--- src/rtl/bft_leaf_packer.sv ---
// BFT leaf packer: pops an FWFT FIFO and frames each word as a NoC leaf packet.
// One registered output stage, burst-limited so a leaf cannot hog the switch.
module bft_leaf_packer #(
    parameter int DSIZE     = 32,
    parameter int ADDR_W    = 5,
    parameter int PORT_W    = 5,
    parameter int MAX_BURST = 8,
    parameter int PKT_W     = 1 + ADDR_W + PORT_W + DSIZE
) (
    input  logic              clk,
    input  logic              rst_n,
    input  logic              en,
    input  logic [ADDR_W-1:0] dest_leaf,
    input  logic [PORT_W-1:0] dest_port,
    input  logic [DSIZE-1:0]  fifo_rdata,
    input  logic              fifo_rempty,
    output logic              fifo_rinc,
    output logic [PKT_W-1:0]  out_pkt,
    output logic              out_valid,
    input  logic              out_ready,
    output logic [15:0]       pkt_count,
    output logic              busy
);

    localparam logic [7:0] MAXB = 8'(MAX_BURST);

    typedef enum logic [1:0] {
        IDLE,
        STREAM,
        GAP
    } state_t;

    state_t             state_q, state_d;
    logic [7:0]         burst_q, burst_d;
    logic [PKT_W-1:0]   pkt_q, pkt_d;
    logic               valid_q, valid_d;
    logic [15:0]        cnt_q, cnt_d;

    logic               pop;
    logic               accept;
    logic               stall;
    logic [7:0]         burst_inc;

    // rst_n gates the strobe so nothing is lost from the FIFO during reset
    assign pop = rst_n & en & ~fifo_rempty & (state_q != GAP)
               & (~valid_q | out_ready);
    assign accept    = valid_q & out_ready;
    assign stall     = valid_q & ~out_ready;
    assign burst_inc = burst_q + 8'd1;

    always_comb begin
        state_d = state_q;
        burst_d = burst_q;
        unique case (state_q)
            IDLE, STREAM: begin
                if (pop) begin
                    if (burst_inc == MAXB) begin
                        state_d = GAP;
                        burst_d = 8'd0;
                    end else begin
                        state_d = STREAM;
                        burst_d = burst_inc;
                    end
                end else if (!stall) begin
                    state_d = IDLE;
                    burst_d = 8'd0;
                end
            end
            GAP: begin
                state_d = IDLE;
                burst_d = 8'd0;
            end
            default: begin
                state_d = IDLE;
                burst_d = 8'd0;
            end
        endcase
    end

    always_comb begin
        pkt_d   = pkt_q;
        valid_d = valid_q;
        cnt_d   = cnt_q + {15'd0, accept};
        if (pop) begin
            pkt_d   = {1'b1, dest_leaf, dest_port, fifo_rdata};
            valid_d = 1'b1;
        end else if (accept) begin
            pkt_d   = '0;
            valid_d = 1'b0;
        end
    end

    always_ff @(posedge clk or negedge rst_n) begin
        if (!rst_n) begin
            state_q <= IDLE;
            burst_q <= 8'd0;
            pkt_q   <= '0;
            valid_q <= 1'b0;
            cnt_q   <= 16'd0;
        end else begin
            state_q <= state_d;
            burst_q <= burst_d;
            pkt_q   <= pkt_d;
            valid_q <= valid_d;
            cnt_q   <= cnt_d;
        end
    end

    assign fifo_rinc = pop;
    assign out_pkt   = pkt_q;
    assign out_valid = valid_q;
    assign pkt_count = cnt_q;
    assign busy      = (state_q != IDLE) | valid_q;

endmodule

--- config.mk ---
export PLATFORM = sky130hd
export DESIGN_NAME = bft_leaf_packer
export DESIGN_NICKNAME = d
export VERILOG_FILES = /design/src/rtl/bft_leaf_packer.sv
export SDC_FILE = /design/constraint.sdc
export NUM_CORES = 1
export LEC_CHECK = 0
export ABC_AREA = 1
export CORE_UTILIZATION = 50
export CTS_BUF_LIST = sky130_fd_sc_hd__clkbuf_8
export DETAILED_ROUTE_END_ITERATION = 12
export GPL_ROUTABILITY_DRIVEN = 0
export GPL_TIMING_DRIVEN = 0
export HOLD_SLACK_MARGIN = 0.12
export PLACE_DENSITY = 0.88
export SYNTH_ARGS = -nofsm -noshare
export SYNTH_HDL_FRONTEND = slang
export SYNTH_SLANG_ARGS = --single-unit
--- constraint.sdc ---
create_clock -name clk -period 4.2 [get_ports clk]
set_input_delay 0.84 -clock clk [delete_from_list [all_inputs] [get_ports clk]]
set_output_delay 0.84 -clock clk [all_outputs]
set_load 0.05 [all_outputs]
==> impl_metrics.csv, run 1 <==
group,metric,value,unit
clock_tree,post_cts_resized,0,
critical_path,crit_path_max_fanout,70,
timing,setup_violations,0,
cells_and_area,drive_gt1_frac,0.09778,
logic_synthesis,ys_top_cells_by_count,"nand2_1 (117), dfrtp_1 (69), nand3_1 (52), inv_1 (19), nor2_1 (10)",
logic_synthesis,synthTopCellsByArea,"dfrtp_1 (57%), nand2_1 (14%), nand3_1 (8.6%)",
timing,rsz0062_at_grt,"false",
cells_and_area,n_antenna_cell,0,
clock_tree,post_cts_buffers,0,
clock_tree,cts_buffers,9,
timing,tightest_slew,626.9,ps
job,cap_violations,0,
die,num_rows,28,
die,io_pins,109,
logic_synthesis,synth_most_common_cell,"nand2_1",
route,routed_wl,7182,µm
grt,grt_overflow,0,
placement,port_buffers,108,
critical_path,slowest_delay,810,ps
grt,grt_max_degree,71,
grt,grt_use_total,0.2414,
critical_path,crit_arrival,3050,ps
clock_tree,cts.clk_slew.worst_paths,80,ps
route,remaining_drc_errors,0,
die,die_y,79.98,µm
critical_path,crit_slowest_cell,"clkdlybuf4s50_1",
die,die_w,79.98,µm
logic_synthesis,netlist_area,0.003040,mm²
clock_tree,clock_path_buffers,2,
cells_and_area,nets,495,
route,drt_iter0_markers,122,
logic_synthesis,yosys.area.top_type,"dfrtp_1",
power_and_ir_drop,leakagePower,2.159,nW
grt,grt_first_pass_wirelength,11570,µm
timing,finClkSkew,7.038,ps
clock_tree,cts_max_level,3,
route,vias,2628,
logic_synthesis,ys_warn_count,0,
logic_synthesis,ys_seq_area_frac,0.5679,
logic_synthesis,ys_ff_latch,69,
die,core_area,0.005886,mm²
timing,max_freq,0.2573,GHz
power_and_ir_drop,peakVddDrop,0.0003515,V
clock_tree,hold_buffers,0,
route,avgRoutedWirePerCell,13.68,µm
placement,hpwl,5181,µm
timing,period_share,0.9252,
route,dr.pass1.iters,4,
timing,finalCriticalPeriod,3886,ps
logic_synthesis,syn_avg_cell_area,9.326,µm²
placement,pre_cts_slack,62.27,ps
timing,finalMaxSlewViolations,0,
logic_synthesis,yosys.area.top_type_share,0.5679,
logic_synthesis,ys_types,26,
timing,tns,0,ps
logic_synthesis,synth_edf_count,0,
clock_tree,cts.sinks,69,
hold_path,hp-class,"primary input to async pin",
power_and_ir_drop,p_per_area,453.7,mW/mm²
timing,setup_ws,314.2,ps
die,die_area,0.006397,mm²
power_and_ir_drop,power,2.003,mW
critical_path,required,3360,ps
clock_tree,clk_latency,340,ps
timing,slew_headroom,0.5821,
cells_and_area,synthToLayoutAreaGrowth,45.23,%
critical_path,crit_chain,"buf_6, nand2_1, nor2_1, nand3_4, inv_2, buf_6, clkdlybuf4s50_1",
critical_path,end_kind,"output pin",
cells_and_area,ff_latch_area,0.001727,mm²
route,drtAntennaViolNets,0,
timing,hold_viol,0,
critical_path,crit_top_cell,"buf_6",
cells_and_area,utilization,0.7502,
logic_synthesis,netlist_instances,326,
cells_and_area,nFillCells,425,
route,viasPerCell,5.006,
status,status,"finished, final reports clean",
cells_and_area,multi_input_area,0.001137,mm²
critical_path,critPathKind,"primary input to output pin",
critical_path,critical_path_buf_inv_count,4,
critical_path,cp_top_family,"buffers and inverters",
logic_synthesis,async_flop_share,1.000,
grt,grt_pass1_vias,2556,
grt,antenna_found_initial,0,
clock_tree,ctsRootBufferMaster,"clkbuf_8",
logic_synthesis,synth_top_flop_cell,"dfrtp_1",
critical_path,start_kind,"primary input",
clock_tree,cts_tree,"built",
die,start_util,0.5166,
logic_synthesis,syn-num-nets,376,
timing,hold_ws,477.3,ps
==> flip-flops by register name, indices dropped and copies added (netlist names) <==
register	count
out_pkt	43
pkt_count	16
burst_q	8
state_q	2
==> stage by stage <==
step | cell area (µm²) | cells
CTS | 4412 | 525
finish | 4415 | 525
detailed placement | 4213 | 509
global route | 4415 | 525
global placement | 4215 | 509
floorplan | 3040 | 326
==> final timing paths <==
check	depth (start not counted)	end	startpoint	slack, ps
max in group asynchronous	1	burst_q[5]$_DFFE_PN0P_	rst_n	3270
worst max-delay path	7	fifo_rinc	rst_n	310
worst max register to register	11	pkt_count[14]$_DFF_PN0_	out_pkt[42]$_DFFE_PN0P_	1820
worst min register to register	2	out_pkt[4]$_DFFE_PN0P_	out_pkt[4]$_DFFE_PN0P_	500
min in group clk	2	out_pkt[4]$_DFFE_PN0P_	out_pkt[4]$_DFFE_PN0P_	500
worst min-delay path	1	pkt_count[3]$_DFF_PN0_	rst_n	480
==> report_power, final <==
group	internal (mW)	switching (mW)	total (mW)
clock network	0.276	0.263	0.539
registers	0.747	0.0632	0.810
logic	0.224	0.431	0.654
total	1.25	0.757	2.00
==> cell type report <==
class                   instances  share of cell area
plain buffers                  13             0.02210
clock buffers                   9             0.02805
repair buffers                108              0.2451
well taps                      75             0.02125
clock inverters                 7             0.01700
inverters                      21             0.01785
flip-flops and latches         69              0.3910
multi-input cells             223              0.2576
==> per-layer routing <==
| layer | routed length, µm | part of all wire | track usage | up-vias |
|---|---|---|---|---|
| met3 | 341 | 0.047 | 0.06057 | 24 |
| met5 | 0 | 0 | 0 | - |
| met1 | 2878 | 0.40 | 0.2801 | 1251 |
| li1 | - | - | - | 1274 |
| met4 | 252 | 0.035 | 0.1375 | 0 |
| met2 | 3709 | 0.52 | 0.4051 | 79 |
==> placed cells by master, fill, tap and decap left out, drive strengths merged <==
cell,instances
nand2,119
clkdlybuf4s50,107
dfrtp,69
nand3,58
inv,22
nor2,15
clkbuf,13
buf,10
xor2,8
xnor2,7
o21ai,6
ha,3
clkinvlp,3
a21oi,2
nor3,2
clkinv,2
nand4,1
o21bai,1
a22o,1
bufinv,1
==> worst register-to-register path, cell delays in order (launching register included) <==
cell,delay [ps]
dfrtp_1,430
nand2_1,200
clkbuf_1,290
inv_1,120
ha_1,200
ha_1,230
nand3_2,120
nor2_2,140
nand3_2,130
nor2_4,150
nand3_1,90
xor2_1,160
==> cell families after synthesis <==
kind of cell             Yosys count  share of synthesized area
flip-flops                        69                     0.5679
buffers and inverters             34                    0.05802
AO/OA/AOI/OAI                     10                    0.01852
XOR/XNOR                          15                    0.04568
AND/OR/NAND/NOR                  195                     0.2975
adder cells (fa/ha/maj)            3                    0.01235
No activity file was read; power rests on OpenSTA's default activity.
==> inputs of run 2 (changes only) <==
--- a/config.mk
+++ b/config.mk
@@ -6,6 +6,7 @@
 export NUM_CORES = 1
 export LEC_CHECK = 0
 export ABC_AREA = 1
+export CAP_MARGIN = 30
 export CORE_UTILIZATION = 50
 export CTS_BUF_LIST = sky130_fd_sc_hd__clkbuf_8
 export DETAILED_ROUTE_END_ITERATION = 12
==> results of run 2 <==
Same layout as run 1: the final DEF is identical, and so are final timing and power.
